--- src/rtl/rf_wb_arb_pkg.sv ---
// Shared constants and the deferred-write entry type for the RF write-back arbiter.
package rf_wb_arb_pkg;
  localparam int DEPTH_DEF        = 2;
  localparam int STARVE_LIMIT_DEF = 8;
  localparam int RA_W             = 5;

  typedef struct packed {
    logic            valid;
    logic [RA_W-1:0] wa;
    logic [31:0]     wd;
    logic [31:0]     pc;
  } wr_entry_t;
endpackage

--- src/rtl/rf_wb_arb_fifo.sv ---
// Deferred-write FIFO: wrap-around pointers plus count, per-entry cancel by
// register address, and a busy vector of still-valid queued destinations.
module rf_wb_arb_fifo
  import rf_wb_arb_pkg::*;
#(
  parameter int DEPTH = DEPTH_DEF,
  localparam int PW   = $clog2(DEPTH),
  localparam int CW   = PW + 1
) (
  input  logic            clk,
  input  logic            reset,
  input  logic            push,
  input  wr_entry_t       push_ent,
  input  logic            pop,
  input  logic            cancel_en,
  input  logic [RA_W-1:0] cancel_wa,
  output wr_entry_t       head,
  output logic [CW-1:0]   count,
  output logic [31:0]     busy
);
  wr_entry_t [DEPTH-1:0] mem_q, mem_d;
  logic [PW-1:0]         rd_q, rd_d, wr_q, wr_d;
  logic [CW-1:0]         cnt_q, cnt_d;
  logic [31:0]           busy_v;

  always_comb begin
    mem_d = mem_q;
    for (int i = 0; i < DEPTH; i++) begin
      if (cancel_en && mem_q[i].wa == cancel_wa) mem_d[i].valid = 1'b0;
      if (pop && rd_q == PW'(i))                 mem_d[i].valid = 1'b0;
      if (push && wr_q == PW'(i))                mem_d[i]       = push_ent;
    end
    rd_d  = pop  ? rd_q + PW'(1) : rd_q;
    wr_d  = push ? wr_q + PW'(1) : wr_q;
    cnt_d = cnt_q + CW'(push) - CW'(pop);
  end

  always_ff @(posedge clk or negedge reset) begin
    if (!reset) begin
      mem_q <= '0;
      rd_q  <= '0;
      wr_q  <= '0;
      cnt_q <= '0;
    end else begin
      mem_q <= mem_d;
      rd_q  <= rd_d;
      wr_q  <= wr_d;
      cnt_q <= cnt_d;
    end
  end

  // Popped and cancelled slots have valid cleared, so valid alone marks pending writes.
  always_comb begin
    busy_v = '0;
    for (int i = 0; i < DEPTH; i++)
      if (mem_q[i].valid) busy_v[mem_q[i].wa] = 1'b1;
    busy = busy_v & ~32'h1;
  end

  assign head  = mem_q[rd_q];
  assign count = cnt_q;
endmodule

--- src/rtl/rf_wb_arb.sv ---
// Single RF write-port arbiter: W-stage writes win, multicycle writes are bypassed
// or deferred in a FIFO. Define RF_WB_ARB_TRACE_EN to log every non-$0 RF write.
module rf_wb_arb
  import rf_wb_arb_pkg::*;
#(
  parameter int DEPTH        = DEPTH_DEF,
  parameter int STARVE_LIMIT = STARVE_LIMIT_DEF
) (
  input  logic            clk,
  input  logic            reset,
  input  logic            p_we,
  input  logic [RA_W-1:0] p_wa,
  input  logic [31:0]     p_wd,
  input  logic [31:0]     p_pc,
  input  logic            m_valid,
  input  logic [RA_W-1:0] m_wa,
  input  logic [31:0]     m_wd,
  input  logic [31:0]     m_pc,
  output logic            m_ready,
  output logic            rf_we,
  output logic [RA_W-1:0] rf_wa,
  output logic [31:0]     rf_wd,
  output logic [31:0]     rf_pc,
  output logic [31:0]     busy,
  output logic            stall_req
);
  localparam int CW = $clog2(DEPTH) + 1;
  localparam int AW = $clog2(STARVE_LIMIT + 1);

  wr_entry_t     head, push_ent;
  logic [CW-1:0] count;
  logic [31:0]   fifo_busy;
  logic          push, pop, cancel_en, accept, m_drop, bypass;
  logic          head_live, head_dead, head_kill;
  logic [AW-1:0] age_q, age_d;

  assign head_live = (count != '0) &&  head.valid;
  assign head_dead = (count != '0) && !head.valid;
  assign m_ready   = reset && (count < CW'(DEPTH));
  assign accept    = m_valid && m_ready;
  assign m_drop    = (m_wa == '0) || (p_we && m_wa == p_wa);
  assign cancel_en = reset && p_we && (p_wa != '0);
  assign head_kill = cancel_en && head_live && (head.wa == p_wa);
  assign push_ent  = '{valid: 1'b1, wa: m_wa, wd: m_wd, pc: m_pc};

  always_comb begin
    rf_we  = 1'b0;
    rf_wa  = '0;
    rf_wd  = '0;
    rf_pc  = '0;
    pop    = 1'b0;
    bypass = 1'b0;
    if (reset) begin
      if (p_we) begin
        {rf_we, rf_wa, rf_wd, rf_pc} = {1'b1, p_wa, p_wd, p_pc};
        pop = head_dead;
      end else if (head_live) begin
        {rf_we, rf_wa, rf_wd, rf_pc} = {1'b1, head.wa, head.wd, head.pc};
        pop = 1'b1;
      end else if (head_dead) begin
        pop = 1'b1;
      end else if (accept && !m_drop) begin
        {rf_we, rf_wa, rf_wd, rf_pc} = {1'b1, m_wa, m_wd, m_pc};
        bypass = 1'b1;
      end
    end
    push = accept && !m_drop && !bypass;
  end

  // Age tracks how long the current valid head has been held off by W-stage writes.
  always_comb begin
    age_d = age_q;
    if (!head_live || pop || head_kill) age_d = '0;
    else if (age_q != AW'(STARVE_LIMIT)) age_d = age_q + AW'(1);
  end

  always_ff @(posedge clk or negedge reset) begin
    if (!reset) age_q <= '0;
    else        age_q <= age_d;
  end

  assign stall_req = reset && (age_q == AW'(STARVE_LIMIT));
  assign busy      = reset ? fifo_busy : '0;

  rf_wb_arb_fifo #(.DEPTH(DEPTH)) u_fifo (
    .clk       (clk),
    .reset     (reset),
    .push      (push),
    .push_ent  (push_ent),
    .pop       (pop),
    .cancel_en (cancel_en),
    .cancel_wa (p_wa),
    .head      (head),
    .count     (count),
    .busy      (fifo_busy)
  );

`ifdef RF_WB_ARB_TRACE_EN
  always @(posedge clk) begin
    if (rf_we && rf_wa != '0)
      $display("%d@%h: $%d <= %h", $time, rf_pc, rf_wa, rf_wd);
  end
`endif
endmodule

--- config.mk ---
export PLATFORM = sky130hd
export DESIGN_NAME = rf_wb_arb
export DESIGN_NICKNAME = d
export VERILOG_FILES = /design/src/rtl/rf_wb_arb_pkg.sv /design/src/rtl/rf_wb_arb_fifo.sv /design/src/rtl/rf_wb_arb.sv
export SDC_FILE = /design/constraint.sdc
export NUM_CORES = 1
export LEC_CHECK = 0
export CAP_MARGIN = 15
export CORE_ASPECT_RATIO = 0.6
export CORE_MARGIN = 10
export CORE_UTILIZATION = 53
export CTS_CLUSTER_SIZE = 28
export DETAILED_ROUTE_END_ITERATION = 6
export PLACE_DENSITY_LB_ADDON = 0.2
export SLEW_MARGIN = 20
export SYNTH_ARGS = -nofsm -noshare
export SYNTH_HDL_FRONTEND = slang
export SYNTH_SLANG_ARGS = --single-unit
--- constraint.sdc ---
create_clock -name clk -period 4.6 [get_ports clk]
set_input_delay 0.92 -clock clk [delete_from_list [all_inputs] [get_ports clk]]
set_output_delay 0.92 -clock clk [all_outputs]
set_load 0.05 [all_outputs]
==> results of run 1 <==
==> sequential cells by signal, summed over array words and instances (netlist names) <==
| signal | count |
|---|---|
| age_q | 4 |
| u_fifo.count | 2 |
| u_fifo.mem_q | 140 |
| u_fifo.rd_q | 1 |
| u_fifo.wr_q | 1 |
==> layout make-up <==
cell class | instances | share of cell area
flip-flops and latches | 148 | 0.299
inverters | 7 | 0.00212
clock buffers | 18 | 0.0354
clock inverters | 14 | 0.00949
repair buffers | 256 | 0.260
multi-input cells | 520 | 0.372
well taps | 209 | 0.0211
==> cell usage in the layout (no fill, tap or decap), types with 5 or more instances in the layout <==
| cell | synthesis | final |
|---|---|---|
| sky130_fd_sc_hd__nand3_1 | 7 | 7 |
| sky130_fd_sc_hd__dfrtp_1 | 148 | 147 |
| sky130_fd_sc_hd__a221o_1 | 64 | 64 |
| sky130_fd_sc_hd__a211oi_1 | 5 | 5 |
| sky130_fd_sc_hd__nand3b_1 | 13 | 13 |
| sky130_fd_sc_hd__mux2_4 | 69 | 69 |
| sky130_fd_sc_hd__xor2_1 | 8 | 8 |
| sky130_fd_sc_hd__or3b_2 | 6 | 6 |
| sky130_fd_sc_hd__nor2_1 | 118 | 118 |
| sky130_fd_sc_hd__clkdlybuf4s50_1 | 0 | 179 |
| sky130_fd_sc_hd__inv_6 | 0 | 6 |
| sky130_fd_sc_hd__o22a_1 | 31 | 31 |
| sky130_fd_sc_hd__buf_4 | 9 | 8 |
| sky130_fd_sc_hd__mux2i_1 | 69 | 69 |
| sky130_fd_sc_hd__o21ai_0 | 12 | 12 |
| sky130_fd_sc_hd__inv_1 | 6 | 6 |
| sky130_fd_sc_hd__xnor2_1 | 19 | 19 |
| sky130_fd_sc_hd__clkbuf_16 | 0 | 17 |
| sky130_fd_sc_hd__buf_12 | 0 | 68 |
| sky130_fd_sc_hd__mux2_2 | 70 | 70 |
==> worst min path at each step <==
stage,endpoint,slack [ns],cells after the start
finish,u_fifo.mem_q[64],0.31,1
global route,u_fifo.mem_q[135],0.29,1
CTS,u_fifo.mem_q[64],0.29,1
detailed placement,u_fifo.mem_q[101],0.49,1
global placement,u_fifo.wr_q,0.48,1
floorplan,u_fifo.wr_q,0.46,1
==> critical path: cells and delay by family <==
family                 cells  cell delay, ns
buffers and inverters      3            1.20
AND/OR/NAND/NOR            3            0.68
AO/OA/AOI/OAI              2            0.50
==> power by group <==
part           switching [W]  leakage, nW  internal (W)
registers           0.000517         1.79       0.00195
clock network       0.000599        0.272      0.000722
logic                0.00156         3.37       0.00180
total                0.00267         5.43       0.00447
==> per-layer routing <==
layer | part of all wire | up-vias | GRT usage | wire (µm)
li1 | - | 3150 | - | -
met1 | 0.43 | 3552 | 0.311 | 11300
met2 | 0.48 | 314 | 0.379 | 12600
met3 | 0.085 | 28 | 0.0665 | 2270
met4 | 0.012 | 0 | 0.0592 | 306
met5 | 0 | - | 0 | 0
==> cell families (layout without fill, tap and decap cells) <==
kind of cell,after synthesis,after routing,synth area share
compound gates,119,119,0.122
xor+xnor,27,27,0.0271
fa+ha+maj,4,4,0.00573
buf+inv,73,295,0.0484
flops,148,148,0.424
mux,208,208,0.288
other cells,1,1,0.000430
simple gates,161,161,0.0841
==> through the flow <==
stage	power (W)	utilization
5_1_grt	0.00751	0.766
3_5_place_dp	0.00580	0.732
3_3_place_gp	0.00562	0.732
2_1_floorplan	0.00468	-
4_1_cts	0.00715	0.766
6_report	0.00714	0.766
==> results.txt, run 1 <==
- The flow ran to the end, and the final reports show no timing, DRC or antenna violations.
- Area contributors post-synth: sky130_fd_sc_hd__dfrtp_1 (42%), sky130_fd_sc_hd__mux2_4 (12%), sky130_fd_sc_hd__mux2_2 (9.0%)
- DRC violation count after routing: 0
- Crit path launch: m_valid
- DR vias: 7044
* Number of buffers added on ports: 244
* Clock latency on the worst-skew pair: 0.41 ns
- Data required, critical path: 3.68 ns
- In this run the cell area measured after placement is 11800 µm².
- Final design instance area without fill: 12400 µm²
- The worst register-to-register path begins at u_fifo.count[1].
- In this run the worst path has a maximum fanout of 64.
* Worst Clk Skew: between 0.01 and 0.015 ns
* Reg-to-reg critical path endpoint: u_fifo.mem_q[9]
- Final clock period utilization by the worst path: 0.934
- Via count of the first global-routing pass: 7581
- Number of warning messages in the yosys log: 0
* Global-route wire length before repair: 42400 µm
- Gp weighted congestion: between 0.8 and 0.9
- Of the synthesized area, sequential elements account for 0.424.
- Prior to clock tree synthesis, the placed netlist has a worst setup slack of 0.366 ns.
- Across the VDD grid, the largest voltage drop is roughly 320 µV.
* HPWL reported at the end of detailed placement: 19400 µm
- Cells after DPL: roughly 1100
- Std-Cell Core Area: 16200 µm²
- In this run, the number of DRC markers left after iteration 0 of detailed routing was 627.
* Clock root buffer: sky130_fd_sc_hd__clkbuf_16
- The floorplan step defined a die boundary enclosing 22200 µm².
* Number of flops mapped to enable cells by yosys: 0
- In the global route stage, overall resource usage came out at 0.237.
- Relative slew margins: 0.253
- Number of buffers inserted during clock tree synthesis: 17
* Total number of H-tree levels: 4
* Worst path setup slack after routing: 0.301 ns
- Setup violations remaining at the end of the flow were counted as 0.
- Buffers added to address setup during post-CTS repair amount to 0.
- In the final layout, the share of cells above drive strength 1 is 0.273.
- After detailed routing, the average wire length per cell comes to 22.7 µm.
- Data arrival time of the worst path: 3.38 ns
- The pre-antenna-repair detailed-routing pass consisted of 5 iterations.
- Final Hold Violating Endpoints: 0
- For this design the top-level I/O count stands at 246.
* Avg Inst Size Synth: 11.8 µm²
- For this run, the leading register cell type out of synthesis is sky130_fd_sc_hd__dfrtp_1.
- Following the worst setup path forward leads to its endpoint at rf_pc[7].
- At the end of the flow, the number of nets in the layout was 1096.
- Largest net degree at the start of global routing: 72
- Yosys top cell area share: 0.424
* Crit-path slowest cell: sky130_fd_sc_hd__buf_4
- The tree built by TritonCTS fans out to 148 sinks.
- Gates resized during post-CTS repair numbered 0.
- Slowest Stage Delay on Critical Path: 0.56 ns
- The signal on the critical path passes through clkdlybuf4s50_1 > nand3b_1 > nor2_1 > o21ai_2 > nor3_4 > buf_4 > a221o_1 > buf_12.
- Yosys instantiated no cell more often than sky130_fd_sc_hd__dfrtp_1.
- Yosys top cell by area: sky130_fd_sc_hd__dfrtp_1
* RSZ-0062 raised after global routing: false
- Reg2Reg Setup Slack: 2.36 ns
- For this design the ratio of total power to cell area is slightly below 600 nW/µm².
- CTS tree: done
- Final TNS setup: 0 ns
- Synthesized net count: 887
* Number of instances in the synthesized netlist: 741
* Worst hold-check slack: 0.310 ns
* Distinct cells, synth: 38
- Timing-limited maximum frequency: 0.233 GHz
* Die X: 186 µm
- In this run the static leakage power is 5.43 nW.
- Std-Cell Rows: 36
- The tool flagged a number of max-cap violations equal to 0.
- Worst-margin pin slew: 1.12 ns
- Fillcell total: 1021
- Total wire length after detailed routing: between 20000 and 30000 µm
* Ys async rst share: 1.00
- Detail-routed via count per cell: between 6 and 7
- The sequential cells in the finished layout cover a total of 3710 µm².
- Type of element launching the critical path: input port
- Clock tree buffer depth: 2
- From synthesis to final layout, the design area changed by 41.9%.
- Summed over all layers, the global routing overflow is 0.
* Worst-case reg-to-reg path depth: 5
- Leaving out filler cells and counting taps, the final layout contains 1172.
* Post-synth design cell area: 8730 µm²
* Synth cell count leaders: sky130_fd_sc_hd__dfrtp_1 (148), sky130_fd_sc_hd__nor2_1 (118), sky130_fd_sc_hd__mux2_2 (70)
- In this run the vertical extent of the chip is 119 µm.
- Number of antenna violations at the first check in global routing: 0
- Multi-input gate area: 4620 µm²
* Class of the tightest hold or removal check: input port to asynchronous set/reset pin
- In this run, synthesis produced a sequential element count of 148.
* Clock transition time at the flip-flop clock pins of the worst setup and hold paths: 0.07 ns
- The repair_antennas step left the layout with diodes totalling 0.
- For this configuration, the core starts out at a cell density of 0.540.
* Critical Path End Type: output port
- Counting I/O delays and the setup requirement, the final critical path takes 4.30 ns.
* Routed Antenna Nets: 0
- The worst setup path is of the input port to output port kind.
* CTS Hold Buffers Added: 0
* Slew Viols, Final: 0
No activity file was read; power rests on OpenSTA's default activity.
==> run 2, diff against run 1 <==
GPL_TIMING_DRIVEN = 0   (was default)
==> results.txt, run 2 (synthesis gave the netlist of run 1 again) <==
- The worst-margin pin slew came to 0.941 ns (-0.180 ns).
- Class of the tightest hold or removal check: input port to asynchronous set/reset pin
* Most frequent cells in the layout: sky130_fd_sc_hd__clkdlybuf4s50_1 (174), sky130_fd_sc_hd__dfrtp_1 (148), sky130_fd_sc_hd__nor2_1 (117)
- The number of antenna-violating nets in the routed design came to 0 (unchanged).
- The detail-routed net length per standard cell is 21.2 µm (-6.5%).
- The number of antenna violations at the first check in global routing was 0 (unchanged).
* Starting utilization of the core area: 0.540 (unchanged)
* Final TNS setup: 0 ns (unchanged)
- The pin count of the biggest net entering global routing is 95 (+32%).
* Clock root buffer: sky130_fd_sc_hd__clkbuf_16
- Data arrival time of the worst path: 3.43 ns (+0.05 ns)
- Total wire length after detailed routing: 25900 µm (-2.3%)
- I/O pin total: 246 (unchanged)
- CTS tree: done
* Cells after DPL: 1190 (+4.4%)
- The source-to-sink clock delay at the later pin of the worst-skew pair came to 0.42 ns (about the same).
* Timing-limited maximum frequency: 0.230 GHz (-1.2%)
- Number of DRC violations after detailed-routing iteration 0: 662 (+5.6%)
* Area Overhead vs Synth: 37.0%
* Max FFs per register: 140 (unchanged)
- The clock sink count is 148 (unchanged).
* Critical Path End Type: output port
- Worst Clk Skew: 0.0142 ns (+0.00290 ns)
* Worst IR drop on VDD: 266 µV (-16%)
- Setup violation total in the final timing report: 0 (unchanged)
- Slew Viols, Final: 0 (unchanged)
- The most critical setup path has its startpoint at reset.
- The total of hold buffers inserted after clock tree synthesis is 0 (unchanged).
* Static power due to leakage: 5.56 nW (+2.2%)
* Overall die height: 119 µm (unchanged)
* Gp weighted congestion: 0.901 (+3.4%)
- The detailed-routing iteration count for the pre-antenna-repair pass was 7 (+2).
* Via count of the first global-routing pass: 7197 (-5.1%)
* Final Hold Violating Endpoints: 0 (unchanged)
- Global Route Usage Sum: 0.225 (-0.0120)
- The maximum buffer depth of the clock tree was 2 (unchanged).
- DR vias: 7092 (+0.68%)
- Worst slack at placement: -0.570 ns (-0.936 ns)
* Number of buffers added on ports: 239 (-2.0%)
- The area of combinational cells with multiple inputs was 4610 µm² (about the same).
* Total number of H-tree levels: 4 (unchanged)
- Run status: complete, no violations
* Worst r2r src: u_fifo.rd_q
* Die Area: 22200 µm² (unchanged)
* Count of maximum capacitance violations: 0 (unchanged)
- The number of filler cells placed in the layout was 1171 (+15%).
* Data required, critical path: 3.68 ns (about the same)
- Die X: 186 µm (unchanged)
* Peak fanout along the critical path: 56 (-13%)
- Commonest non-fill, non-tap cell in the layout: sky130_fd_sc_hd__clkdlybuf4s50_1
* Clock transition time at the flip-flop clock pins of the worst setup and hold paths: 0.07 ns (about the same)
- Relative slew margins: 0.373 (+0.120)
- Detail-routed via count per cell: 5.79 (-3.6%)
* Std-Cell Rows: 36 (unchanged)
- Final clock period utilization by the worst path: 0.946 (+0.0115)
- Setup repair after global routing left no endpoint under its margin.
* Worst-case reg-to-reg path depth: 6 (+1)
- Final Net Count: 1148 (+4.7%)
- The total core area was 16200 µm² (unchanged).
- Ranked by flip-flop count, first place goes to u_fifo.mem_q.
* Ratio of cells with drive above 1 in the final layout: 0.226 (-0.0475)
- The power density over the cells came to 576 nW/µm² (about the same).
- The number of buffers created by CTS was 17 (unchanged).
- Leftover overflow at the end of global routing: 0 (unchanged)
- The total DRC errors in the routed layout was 0 (unchanged).
- Worst path setup slack after routing: 0.249 ns (-0.0527 ns)
- Count of antenna diodes in the layout: 0 (unchanged)
- The total half-perimeter wirelength after legalization and detailed placement came to 19200 µm (-1.3%).
* Final cell count without fillers: 1224 (+4.4%)
- Type of element launching the critical path: input port
- The sequential cell area in the final layout was 3700 µm² (-0.10%).
- The final period demand of the worst path was 4.35 ns (+0.0527 ns).
- Crit Path Category: input port to output port
- Global-route wire length before repair: 39800 µm (-6.1%)
-- run 2: power breakdown --
group          internal (W)  switching, W  total [W]
clock              0.000735      0.000591    0.00133
combinational       0.00158       0.00166    0.00324
sequential          0.00195      0.000374    0.00232
-- run 2: metrics by stage --
| step | utilization | total power (W) | hold WS (ns) | cell area [µm²] |
|---|---|---|---|---|
| 4_1_cts | 0.739 | 0.00689 | 0.421 | 11900 |
| 6_report | 0.739 | 0.00689 | 0.395 | 12000 |
| 3_5_place_dp | 0.706 | 0.00558 | 0.480 | 11400 |
| 3_3_place_gp | 0.704 | 0.00549 | 0.478 | 11400 |
| 5_1_grt | 0.739 | 0.00725 | 0.429 | 12000 |
| 2_1_floorplan | - | 0.00468 | 0.457 | 8730 |
-- run 2: critical path, stage by stage --
cell and delay [ns]:
sky130_fd_sc_hd__buf_8 0.32, sky130_fd_sc_hd__buf_2 0.28, sky130_fd_sc_hd__nand3b_1 0.15, sky130_fd_sc_hd__nor2_2 0.28
sky130_fd_sc_hd__o21ai_2 0.14, sky130_fd_sc_hd__nor3_4 0.24, sky130_fd_sc_hd__buf_4 0.19, sky130_fd_sc_hd__buf_6 0.14
sky130_fd_sc_hd__a221o_1 0.15, sky130_fd_sc_hd__dlygate4sd2_1 0.57
-- run 2: worst paths after layout --
kind | to | slack [ns]
max | rf_wd[2] | 0.25
min | u_fifo.mem_q[6] | 0.40
max reg2reg | u_fifo.mem_q[139] | 2.46
min reg2reg | u_fifo.wr_q | 0.49
max in group asynchronous | age_q[0] | 3.39
min in group clk | u_fifo.wr_q | 0.49
-- run 2: layout make-up --
cell class                 instances  area share
tap                              209      0.0219
clock inverter                    13     0.00910
multi-input combinational        520       0.386
timing repair buffer             242       0.200
clock buffer                      19      0.0379
buffer                            66      0.0338
inverter                           7     0.00220
sequential                       148       0.310
-- run 2: repair_timing --
item                                    4_1_cts  5_1_grt
buffers inserted                              2        0
gates resized for setup                      64        9
pin swaps                                     1        0
endpoints found under the setup margin       64       64
-- run 2: metal layers --
metal,part of all wire,wire [µm],GRT usage,vias to the layer above
met4,0.0083,214,0.0431,0
li1,-,-,-,3263
met2,0.44,11400,0.338,306
met5,0,0,0,-
met1,0.46,11800,0.317,3503
met3,0.095,2470,0.0644,20
==> run 3, diff against run 2 <==
TNS_END_PERCENT = 1   (was default)
==> results.txt, run 3 (synthesis gave the netlist of run 1 again) <==
* Run status: complete, no violations
- Die Area: 22200 µm² (unchanged)
* Critical Path End Type: output port
- Global-route wire length before repair: 39800 µm (unchanged)
* CTS Hold Buffers Added: 0 (unchanged)
- Largest net degree at the start of global routing: 95 (unchanged)
- The source-to-sink clock delay at the later pin of the worst-skew pair was 0.42 ns (about the same).
- Count of maximum capacitance violations: 0 (unchanged)
- The worst path setup slack after routing was 0.248 ns (-0.000259 ns).
- Worst slack at placement: -0.570 ns (unchanged)
* Slowest Stage Delay on Critical Path: 0.57 ns (about the same)
- Among all stages on the critical path, the largest delay is contributed by sky130_fd_sc_hd__dlygate4sd2_1.
- CTS tree: done
* Iteration count of the initial detailed-routing pass: 5 (-2)
- The number of cell rows came to 36 (unchanged).
- Worst IR drop on VDD: 266 µV (about the same)
* Overall die height: 119 µm (unchanged)
- Slew Viols, Final: 0 (unchanged)
- Global Route Usage Sum: 0.225 (unchanged)
- Max FFs per register: 140 (unchanged)
- The final RePlAce weighted congestion is 0.901 (unchanged).
* Detail-routed via count per cell: 5.79 (about the same)
- The total routed wirelength came to 25900 µm (about the same).
- Post-Route Utilization: 0.739 (about the same)
- Critical path buffers and inverters: 5 (unchanged)
- Ratio of cells with drive above 1 in the final layout: 0.227 (+0.000985)
* Most frequent cells in the layout: sky130_fd_sc_hd__clkdlybuf4s50_1 (174), sky130_fd_sc_hd__dfrtp_1 (148), sky130_fd_sc_hd__nor2_1 (117)
- The total power of the final layout came to 0.00689 W (about the same).
- Setup violation total in the final timing report: 0 (unchanged)
- Final Hold Violating Endpoints: 0 (unchanged)
- Timing-limited maximum frequency: 0.230 GHz (about the same)
- The horizontal die dimension is 186 µm (unchanged).
- Clock root buffer: sky130_fd_sc_hd__clkbuf_16
- Leftover overflow at the end of global routing: 0 (unchanged)
* Fillcell total: 1172 (+0.085%)
- The required time of the critical path was 3.68 ns (about the same).
- The final period demand of the worst path came to 4.35 ns (+0.000259 ns).
- The number of antenna-violating nets in the routed design came to 0 (unchanged).
- Clock transition time at the flip-flop clock pins of the worst setup and hold paths: 0.07 ns (about the same)
- Crit Path Category: input port to output port
* Number of antenna violations at the first check in global routing: 0 (unchanged)
* Number of DRC violations after detailed-routing iteration 0: 662 (unchanged)
- The worst-margin pin slew was 0.941 ns (+0.0000513 ns).
- Peak fanout along the critical path: 56 (unchanged)
* Commonest non-fill, non-tap cell in the layout: sky130_fd_sc_hd__clkdlybuf4s50_1
- Number of buffers added on ports: 239 (unchanged)
* Clock tree buffer depth: 2 (unchanged)
* CTS sink cnt: 148 (unchanged)
- The final antenna diode count came to 0 (unchanged).
- I/O pin total: 246 (unchanged)
- Setup repair after global routing left no endpoint under its margin.
- Data arrival time of the worst path: 3.43 ns (about the same)
- The total core area is 16200 µm² (unchanged).
- Class of the tightest hold or removal check: input port to asynchronous set/reset pin
- Largest reg by FF count: u_fifo.mem_q
- Area Overhead vs Synth: 36.9% (about the same)
* Type of element launching the critical path: input port
- DR vias: 7085 (-0.099%)
* Final clock period utilization by the worst path: 0.946 (about the same)
- In this design, the largest share of critical-path delay is due to buffers and inverters.
* DRC violation count after routing: 0 (unchanged)
* Starting utilization of the core area: 0.540 (unchanged)
* Total number of H-tree levels: 4 (unchanged)
- The total half-perimeter wirelength after legalization and detailed placement came to 19200 µm (unchanged).
- The power density over the cells came to 577 nW/µm² (about the same).
* Worst Clk Skew: 0.0142 ns (+0.0000521 ns)
- The detail-routed net length per standard cell came to 21.2 µm (about the same).
- The critical path goes through buf_8 > buf_2 > nand3b_1 > nor2_2 > o21ai_2 > nor3_4 > buf_4 > buf_6 > a221o_1 > dlygate4sd2_1.
- The relative max-transition margin is 0.373 (about the same).
- Final Net Count: 1148 (unchanged)
* Number of buffers inserted during clock tree synthesis: 17 (unchanged)
- The via count of the first global-routing pass came to 7197 (unchanged).
- Static power due to leakage: 5.56 nW (about the same)
## run 3: changes by cell type in the layout (fill, tap and decap cells not counted)
cell,previous run,this run
sky130_fd_sc_hd__clkbuf_1,20,21
sky130_fd_sc_hd__dlymetal6s2s_1,4,5
sky130_fd_sc_hd__dlygate4sd2_1,60,57
sky130_fd_sc_hd__clkbuf_2,6,7
## run 3: power breakdown
part,leakage (nW),switching (W),internal [W]
combinational,3.49,0.00166,0.00158
sequential,1.79,0.000375,0.00195
clock,0.277,0.000591,0.000735
## run 3: final cells by class
class | count | area, µm² | area share
clock buffers | 19 | 453 | 0.0379
flip-flops and latches | 148 | 3700 | 0.310
repair buffers | 242 | 2380 | 0.199
inverters | 7 | 26.3 | 0.00220
clock inverters | 13 | 109 | 0.00911
well taps | 209 | 262 | 0.0219
multi-input cells | 520 | 4610 | 0.386
plain buffers | 66 | 403 | 0.0337
## run 3: path summary, 6_finish.rpt
check / startpoint / endpoint / slack (ns) / cells after the start
min in group clk: u_fifo.wr_q / u_fifo.wr_q / 0.49 / 1
setup reg to reg: u_fifo.rd_q / u_fifo.mem_q[139] / 2.46 / 6
hold reg to reg: u_fifo.wr_q / u_fifo.wr_q / 0.49 / 1
hold / removal: reset / u_fifo.mem_q[6] / 0.40 / 1
max in group asynchronous: reset / age_q[0] / 3.39 / 2
setup / recovery: reset / rf_wd[2] / 0.25 / 10
## run 3: metal layers
layer,vias up,share of wire,global-route usage
met1,3506,0.46,0.317
met3,22,0.095,0.0644
li1,3262,-,-
met5,-,0,0
met4,0,0.0083,0.0431
met2,295,0.44,0.338
## run 3: per-stage QoR
step	setup TNS (ns)	instances	area [µm²]	hold WS, ns
3_3_place_gp	-1659.42	1189	11400	0.478
5_1_grt	0	1224	12000	0.429
6_report	0	1224	12000	0.395
4_1_cts	-0.100	1224	11900	0.421
2_1_floorplan	0	741	8730	0.457
3_5_place_dp	-31.55	1190	11400	0.480
## run 3: timing repair
| item | 4_1_cts | 5_1_grt |
|---|---|---|
| endpoints found under the setup margin | 64 | 64 |
| hold endpoints to repair | 0 | 0 |
| cloned | 0 | 0 |
| gates resized for setup | 63 | 12 |
| pin swaps | 1 | 0 |
| setup buffers | 2 | 0 |
